## src/rtl/ttseq_pkg.sv

```systemverilog
// Shared types and constants for the truth-table sequencer.
// Holds the FSM state enum, MISR polynomial/seed/width and one MISR step function.
package ttseq_pkg;

  typedef enum logic [1:0] {
    IDLE,
    RUN,
    DONE
  } state_e;

  localparam int unsigned SIG_W     = 16;
  localparam logic [15:0] MISR_POLY = 16'h1021;
  localparam logic [15:0] MISR_SEED = 16'hFFFF;

  function automatic logic [15:0] misr_step(
    input logic [15:0] s,
    input logic [15:0] d
  );
    return {s[14:0], 1'b0} ^ (s[15] ? MISR_POLY : 16'h0000) ^ d;
  endfunction

endpackage

```

## src/rtl/ttseq_misr.sv

```systemverilog
// 16-bit MISR that folds one response word into the signature per enable.
// Ports: clk, rst (async high), load (reseed), en (fold din), din, sig.
module ttseq_misr
  import ttseq_pkg::*;
#(
  parameter int unsigned DW = 4
) (
  input  logic             clk,
  input  logic             rst,
  input  logic             load,
  input  logic             en,
  input  logic [DW-1:0]    din,
  output logic [SIG_W-1:0] sig
);

  logic [SIG_W-1:0] sig_q;
  logic [SIG_W-1:0] sig_d;

  always_comb begin
    sig_d = sig_q;
    if (load) begin
      sig_d = MISR_SEED;
    end else if (en) begin
      sig_d = misr_step(sig_q, SIG_W'(din));
    end
  end

  always_ff @(posedge clk or posedge rst) begin
    if (rst) begin
      sig_q <= MISR_SEED;
    end else begin
      sig_q <= sig_d;
    end
  end

  assign sig = sig_q;

endmodule

```

## src/rtl/truth_table_sequencer.sv

```systemverilog
// Sweeps every N_IN-bit input pattern (binary or Gray order), holding each
// for HOLD clocks and capturing the DUT response on the last hold cycle.
// Ports: clk, rst (async high), start, abort, gray_mode, dut_out in;
//        pattern, busy, sample_valid, sample_data, done, signature out.
// Define TTSEQ_MISR_EN to build the response MISR; otherwise signature is 0.
module truth_table_sequencer
  import ttseq_pkg::*;
#(
  parameter int unsigned N_IN  = 4,
  parameter int unsigned N_OUT = 4,
  parameter int unsigned HOLD  = 2
) (
  input  logic             clk,
  input  logic             rst,
  input  logic             start,
  input  logic             abort,
  input  logic             gray_mode,
  input  logic [N_OUT-1:0] dut_out,
  output logic [N_IN-1:0]  pattern,
  output logic             busy,
  output logic             sample_valid,
  output logic [N_OUT-1:0] sample_data,
  output logic             done,
  output logic [15:0]      signature
);

  localparam int unsigned HW = (HOLD > 1) ? $clog2(HOLD) : 1;
  localparam logic [HW-1:0]   HOLD_LAST = HW'(HOLD - 1);
  localparam logic [N_IN-1:0] IDX_LAST  = '1;

  state_e           state_q, state_d;
  logic [N_IN-1:0]  idx_q, idx_d;
  logic [HW-1:0]    hold_q, hold_d;
  logic             gray_q, gray_d;
  logic             sv_q, sv_d;
  logic [N_OUT-1:0] sd_q, sd_d;

  always_comb begin
    state_d = state_q;
    idx_d   = idx_q;
    hold_d  = hold_q;
    gray_d  = gray_q;
    sv_d    = 1'b0;
    sd_d    = sd_q;
    unique case (state_q)
      IDLE: begin
        if (start) begin
          state_d = RUN;
          idx_d   = '0;
          hold_d  = '0;
          gray_d  = gray_mode;
        end
      end
      RUN: begin
        // abort pre-empts a capture landing on the same edge
        if (abort) begin
          state_d = IDLE;
        end else if (hold_q == HOLD_LAST) begin
          sv_d = 1'b1;
          sd_d = dut_out;
          if (idx_q == IDX_LAST) begin
            state_d = DONE;
          end else begin
            idx_d  = idx_q + 1'b1;
            hold_d = '0;
          end
        end else begin
          hold_d = hold_q + 1'b1;
        end
      end
      DONE: begin
        state_d = IDLE;
      end
      default: begin
        state_d = IDLE;
      end
    endcase
  end

  always_ff @(posedge clk or posedge rst) begin
    if (rst) begin
      state_q <= IDLE;
      idx_q   <= '0;
      hold_q  <= '0;
      gray_q  <= 1'b0;
      sv_q    <= 1'b0;
      sd_q    <= '0;
    end else begin
      state_q <= state_d;
      idx_q   <= idx_d;
      hold_q  <= hold_d;
      gray_q  <= gray_d;
      sv_q    <= sv_d;
      sd_q    <= sd_d;
    end
  end

  // pattern is only live in RUN, so reset/abort/idle force it to 0
  assign pattern = (state_q != RUN) ? '0 :
                   gray_q ? (idx_q ^ (idx_q >> 1)) : idx_q;

  assign busy         = (state_q == RUN);
  assign done         = (state_q == DONE);
  assign sample_valid = sv_q;
  assign sample_data  = sd_q;

`ifdef TTSEQ_MISR_EN
  logic launch;
  logic capture;

  assign launch  = (state_q == IDLE) && start;
  assign capture = (state_q == RUN) && !abort &&
                   (hold_q == HOLD_LAST);

  ttseq_misr #(
    .DW(N_OUT)
  ) u_misr (
    .clk (clk),
    .rst (rst),
    .load(launch),
    .en  (capture),
    .din (dut_out),
    .sig (signature)
  );
`else
  assign signature = '0;
`endif

endmodule

```

## config.mk

```make
export PLATFORM = sky130hd
export DESIGN_NAME = truth_table_sequencer
export DESIGN_NICKNAME = d
export VERILOG_FILES = /design/src/rtl/ttseq_pkg.sv /design/src/rtl/ttseq_misr.sv /design/src/rtl/truth_table_sequencer.sv
export SDC_FILE = /design/constraint.sdc
export NUM_CORES = 1
export LEC_CHECK = 0
export BUFFER_PORTS_ARGS = -buffer_cell sky130_fd_sc_hd__buf_2
export CAP_MARGIN = 20
export CELL_PAD_IN_SITES_DETAIL_PLACEMENT = 1
export CELL_PAD_IN_SITES_GLOBAL_PLACEMENT = 2
export CORE_MARGIN = 5
export CORE_UTILIZATION = 26
export DETAILED_ROUTE_END_ITERATION = 10
export PLACE_DENSITY = 0.72
export SYNTH_ARGS = -nofsm -noshare
export SYNTH_HDL_FRONTEND = slang
export SYNTH_SLANG_ARGS = --single-unit
export TNS_END_PERCENT = 10
```

## constraint.sdc

```tcl
create_clock -name clk -period 1.75 [get_ports clk]
set_input_delay 0.175 -clock clk [delete_from_list [all_inputs] [get_ports clk]]
set_output_delay 0.175 -clock clk [all_outputs]
set_load 0.05 [all_outputs]
```

==> qor.yml, run 1 <==
grt_max_degree: 14
track_usage: 0.09318
layout_min_cycle_time_ns: 1.627
finalHoldWorstSlack_ns: 0.1299
hold_viol_final: 0
start_kind: "register"
dieArea_um2: 4313
internal-power_uw: 735.0
grt_setup_unrepaired: "false"
critPathMaxFanout: 6
die_y_um: 65.67
placedCellCount: 126
post-cts-setup-buffer-count: 0
ys.flop_type: "dfrtp_1"
cts_buffers: 3
drv_cap: 0
start_util: 0.2683
p_seq_frac: 0.336
finalSetupViolCount: 0
holdPathStages: 2
endpoint_kind: "register"
pwr-share-clk: 0.125
cp.required_ns: 1.95
grt_pass1_wl_um: 3042
io_buffers: 19
wl_met3_um: 89
wl_met1_um: 658
ir_drop_mv: 0.4693
power_switching_uw: 760.5
ys_warn_count: 0
tightest_slew_ns: 0.5110
slew_headroom: 0.6590
h-tree-depth: 1
arrival_ns: 1.83
routedWlPerCell_um: 13.15
ctsLongestPathBuffers: 2
hp-class: "in2reg"
gr-total-overflow: 0
vias: 572
top_layer: "met4"
drtIter0Drc: 26
ios: 36
die_w_um: 65.67
viasPerCell: 4.366
clock_skew_ns: 0.009232
drive_above_1_share: 0.3265
diodes: 0
status: "finished clean"
drt_first_pass_iters: 4
route.met2.wl_um: 954
total_power_mw: 1.495
worst_r2r_path_depth: 4
ys_async_sr_fraction: 1.000
drtAntennaViolNets: 0
clock-root-buffer: "clkbuf_4"
cts_tree: "yes"
avgSynthCellArea_um2: 10.60
ys_seq_area_frac: 0.4037
syn_inst: 76
synth_cell_types: 24
place_hpwl_um: 1381
fmax_ghz: 0.6148
antenna_found_initial: 0
min_period_over_period: 0.9295
synth_edf_count: 0
drc: 0
area_growth_pct: 13.20
power_density_nw_per_um2: 1640
core_um2: 3003
cts_sinks: 13
first_global_vias: 658
clkLatencyLatePin_ns: 0.27
place.gp.congestion: 0.7444
p_sw_frac: 0.5085
netlist_area_um2: 805.8
num-nets-final: 111
core.rowCount: 20
maxSlewViolCount: 0
cts.clk_slew.worst_paths_ns: 0.09
combPwrFrac: 0.538
layout.cells.non_filler: 131
routed_wl_um: 1723
ys_ff_latch: 13
n_fill_cell: 359
crit_type: "reg2reg"
leakagePower_nw: 0.4880
fin_setup_tns_ns: 0
registers in the layout, indices dropped and copies added, names as in the netlist:
register / flops
gray_q: 1
hold_q: 1
idx_q: 4
sample_data: 4
sample_valid: 1
state_q: 2
critical path: stages (launching register included):
cell and delay (ns):
dfrtp_1 0.42, ha_1 0.28, a21bo_1 0.24, a221oi_4 0.37
mux2i_1 0.24
logic make-up after synthesis:
group / synth area share
flops: 0.4037
fa+ha+maj: 0.04659
buf+inv: 0.1863
simple gates: 0.1118
mux: 0.1335
compound gates: 0.1134
other cells: 0.004654
repair_timing:
item | 4_1_cts | 5_1_grt
resized for setup | 0 | 4
hold buffers | 1 | 0
endpoints found under the hold margin | 13 | 0
endpoints found under the setup margin | 0 | 2
power by group through the flow:
| stage | Clock (mW) | Combinational, mW | Sequential [mW] |
|---|---|---|---|
| floorplan | 0 | 0.507 | 0.664 |
| global placement | 0 | 0.787 | 0.507 |
| detailed placement | 0 | 0.802 | 0.510 |
| CTS | 0.195 | 0.806 | 0.505 |
| global route | 0.220 | 0.879 | 0.524 |
| finish | 0.188 | 0.805 | 0.503 |
final timing paths:
| kind | from | to | slack (ns) |
|---|---|---|---|
| worst max register to register | idx_q[0]$_DFFE_PP0P_ | idx_q[1]$_DFFE_PP0P_ | 0.12 |
| worst min-delay path | dut_out[1] | sample_data[1]$_DFFE_PP0P_ | 0.13 |
| min in group asynchronous | rst | idx_q[1]$_DFFE_PP0P_ | 0.47 |
| worst max-delay path | idx_q[0]$_DFFE_PP0P_ | idx_q[1]$_DFFE_PP0P_ | 0.12 |
| worst min register to register | sample_data[0]$_DFFE_PP0P_ | sample_data[0]$_DFFE_PP0P_ | 0.51 |
| max in group asynchronous | rst | state_q[1]$_DFFE_PP0P_ | 0.90 |
routing by layer:
metal / track usage / up-vias
met4: 0.06218 / 0
met5: 0 / -
li1: - / 269
met1: 0.1011 / 282
met2: 0.1665 / 19
met3: 0.01197 / 2
Yosys cell counts (2+ instances only):
cell type	number	area, um2
ha_1	3	37.54
inv_1	5	18.77
buf_4	16	120.1
nand2b_1	2	12.51
dfrtp_1	13	325.3
o21a_1	2	15.01
nand2_1	3	11.26
nor2_1	4	15.01
a21oi_1	5	25.02
mux2_2	6	67.56
mux2i_1	4	40.04
layout by cell type (no fill, tap or decap), types with 2 or more instances in the layout:
master    count
clkbuf_4      5
mux2_2        6
ha_1          3
conb_1       16
nand2b_2      2
nand2_1       3
inv_1         5
dfrtp_1      12
a21oi_1       5
o21a_1        2
nor2_1        4
buf_2        17
mux2i_1       4
layout make-up:
| class | count | area [um2] | area share |
|---|---|---|---|
| inverter | 5 | 18.77 | 0.02058 |
| clock buffer | 4 | 26.28 | 0.02881 |
| sequential | 13 | 326.6 | 0.3580 |
| timing repair buffer | 20 | 110.1 | 0.1207 |
| multi-input combinational | 56 | 389.1 | 0.4266 |
| tap | 33 | 41.29 | 0.04527 |
per-stage QoR:
step           setup WS (ns)  instance area, um2  utilization
2_1_floorplan         0.1212               862.1            -
3_3_place_gp          0.2184               867.1       0.2888
3_5_place_dp          0.1268               867.1       0.2888
4_1_cts              0.01632               903.4       0.3008
5_1_grt             0.009483               912.1       0.3038
6_report              0.1234               912.1       0.3038
Power figures use the tool's default switching activity.
==> run 2: changes to the inputs <==
- MAX_ROUTING_LAYER: default -> met4
==> run 2 against run 1 <==
Register-to-register slack about the same; flip-flop and latch count stayed put; cell count unchanged; non-clock buffer count unchanged; critical path type unchanged; largest cell class unchanged; largest power group unchanged; highest routed layer unchanged.
==> qor.yml, run 2 (synthesized netlist as in run 1, its figures left out) <==
grt_pass1_wl_um: 3042
place_hpwl_um: 1381
p_seq_frac: 0.337
hold_viol_final: 0
finalSetupViolCount: 0
place.gp.congestion: 0.7538
drive_above_1_share: 0.3265
fin_setup_tns_ns: 0
core_um2: 3003
final_common_cell: "buf_2"
hp-class: "in2reg"
h-tree-depth: 1
layout_common_cells: "buf_2 (17), conb_1 (16), dfrtp_1 (12), mux2_2 (6)"
vias: 565
combPwrFrac: 0.538
first_global_vias: 657
endpoint_kind: "register"
cts_tree: "yes"
track_usage: 0.09564
status: "finished clean"
drc: 0
cts.clk_slew.worst_paths_ns: 0.09
clkLatencyLatePin_ns: 0.27
ctsLongestPathBuffers: 2
dieArea_um2: 4313
layout_min_cycle_time_ns: 1.620
leakagePower_nw: 0.4880
maxSlewViolCount: 0
crit_type: "reg2reg"
drtIter0Drc: 27
placed_area_um2: 867.1
fin_area_um2: 912.1
routed_wl_um: 1722
routedWlPerCell_um: 13.15
cts_buffers: 3
worst_r2r_path_depth: 4
grt_setup_unrepaired: "false"
critPathMaxFanout: 6
start_kind: "register"
finalHoldWorstSlack_ns: 0.1301
drtAntennaViolNets: 0
fmax_ghz: 0.6173
area_growth_pct: 13.20
holdPathStages: 2
p_sw_frac: 0.5080
grt_max_degree: 14
internal-power_uw: 734.9
core.rowCount: 20
tightest_slew_ns: 0.5054
ir_drop_mv: 0.4684
start_util: 0.2683
cp.required_ns: 1.95
diodes: 0
drt_first_pass_iters: 4
viasPerCell: 4.313
num-nets-final: 111
power_density_nw_per_um2: 1638
min_period_over_period: 0.9257
die_y_um: 65.67
clock_skew_ns: 0.008727
arrival_ns: 1.82
power_switching_uw: 758.7
io_buffers: 19
clock-root-buffer: "clkbuf_4"
cts_sinks: 13
drv_cap: 0
die_w_um: 65.67
slew_headroom: 0.6627
ios: 36
antenna_found_initial: 0
pwr-share-clk: 0.125
gr-total-overflow: 0
-- run 2: stage by stage --
step                power [mW]  utilization  instances  worst slack [ns]
finish                   1.494       0.3038        131            0.1300
global route             1.623       0.3038        131          0.009483
CTS                      1.505       0.3008        131           0.01632
detailed placement       1.312       0.2888        126            0.1268
global placement         1.294       0.2888        126            0.2184
floorplan                1.171            -         91            0.1212
-- run 2: critical path: stages (launching register included) --
cell and delay [ns]:
dfrtp_1 0.42, ha_1 0.28, a21bo_1 0.24, a221oi_4 0.37, mux2i_1 0.24
-- run 2: final cells by class --
cell class	instances	area, um2
Multi-Input combinational cell	56	389.1
Tap cell	33	41.29
Timing Repair Buffer	20	110.1
Fill cell	359	2091
Clock buffer	4	26.28
Sequential cell	13	326.6
Inverter	5	18.77
-- run 2: path summary, 6_finish.rpt --
path / start / to / slack, ns
max in group asynchronous: rst / state_q[1]$_DFFE_PP0P_ / 0.91
hold reg to reg: sample_data[0]$_DFFE_PP0P_ / sample_data[0]$_DFFE_PP0P_ / 0.51
setup / recovery: idx_q[0]$_DFFE_PP0P_ / idx_q[1]$_DFFE_PP0P_ / 0.13
min in group asynchronous: rst / idx_q[1]$_DFFE_PP0P_ / 0.47
hold / removal: dut_out[1] / sample_data[1]$_DFFE_PP0P_ / 0.13
setup reg to reg: idx_q[0]$_DFFE_PP0P_ / idx_q[1]$_DFFE_PP0P_ / 0.13
-- run 2: repair_timing --
item,4_1_cts,5_1_grt
hold buffers,1,0
endpoints found under the setup margin,0,2
setup buffers,0,0
resized for setup,0,4
endpoints found under the hold margin,13,0
-- run 2: power groups by stage --
stage	Combinational [mW]	Clock [mW]	Sequential, mW
after floorplan	0.507	0	0.664
after global placement	0.787	0	0.507
after detailed placement	0.802	0	0.510
after CTS	0.806	0.195	0.505
after global routing	0.879	0.220	0.524
final	0.803	0.187	0.503
-- run 2: layer usage --
layer,vias to the layer above,routed length [um],track usage
li1,268,-,-
met1,278,645,0.1011
met2,17,952,0.1665
met3,2,90,0.01197
met4,0,33,0.06218
met5,-,0,-
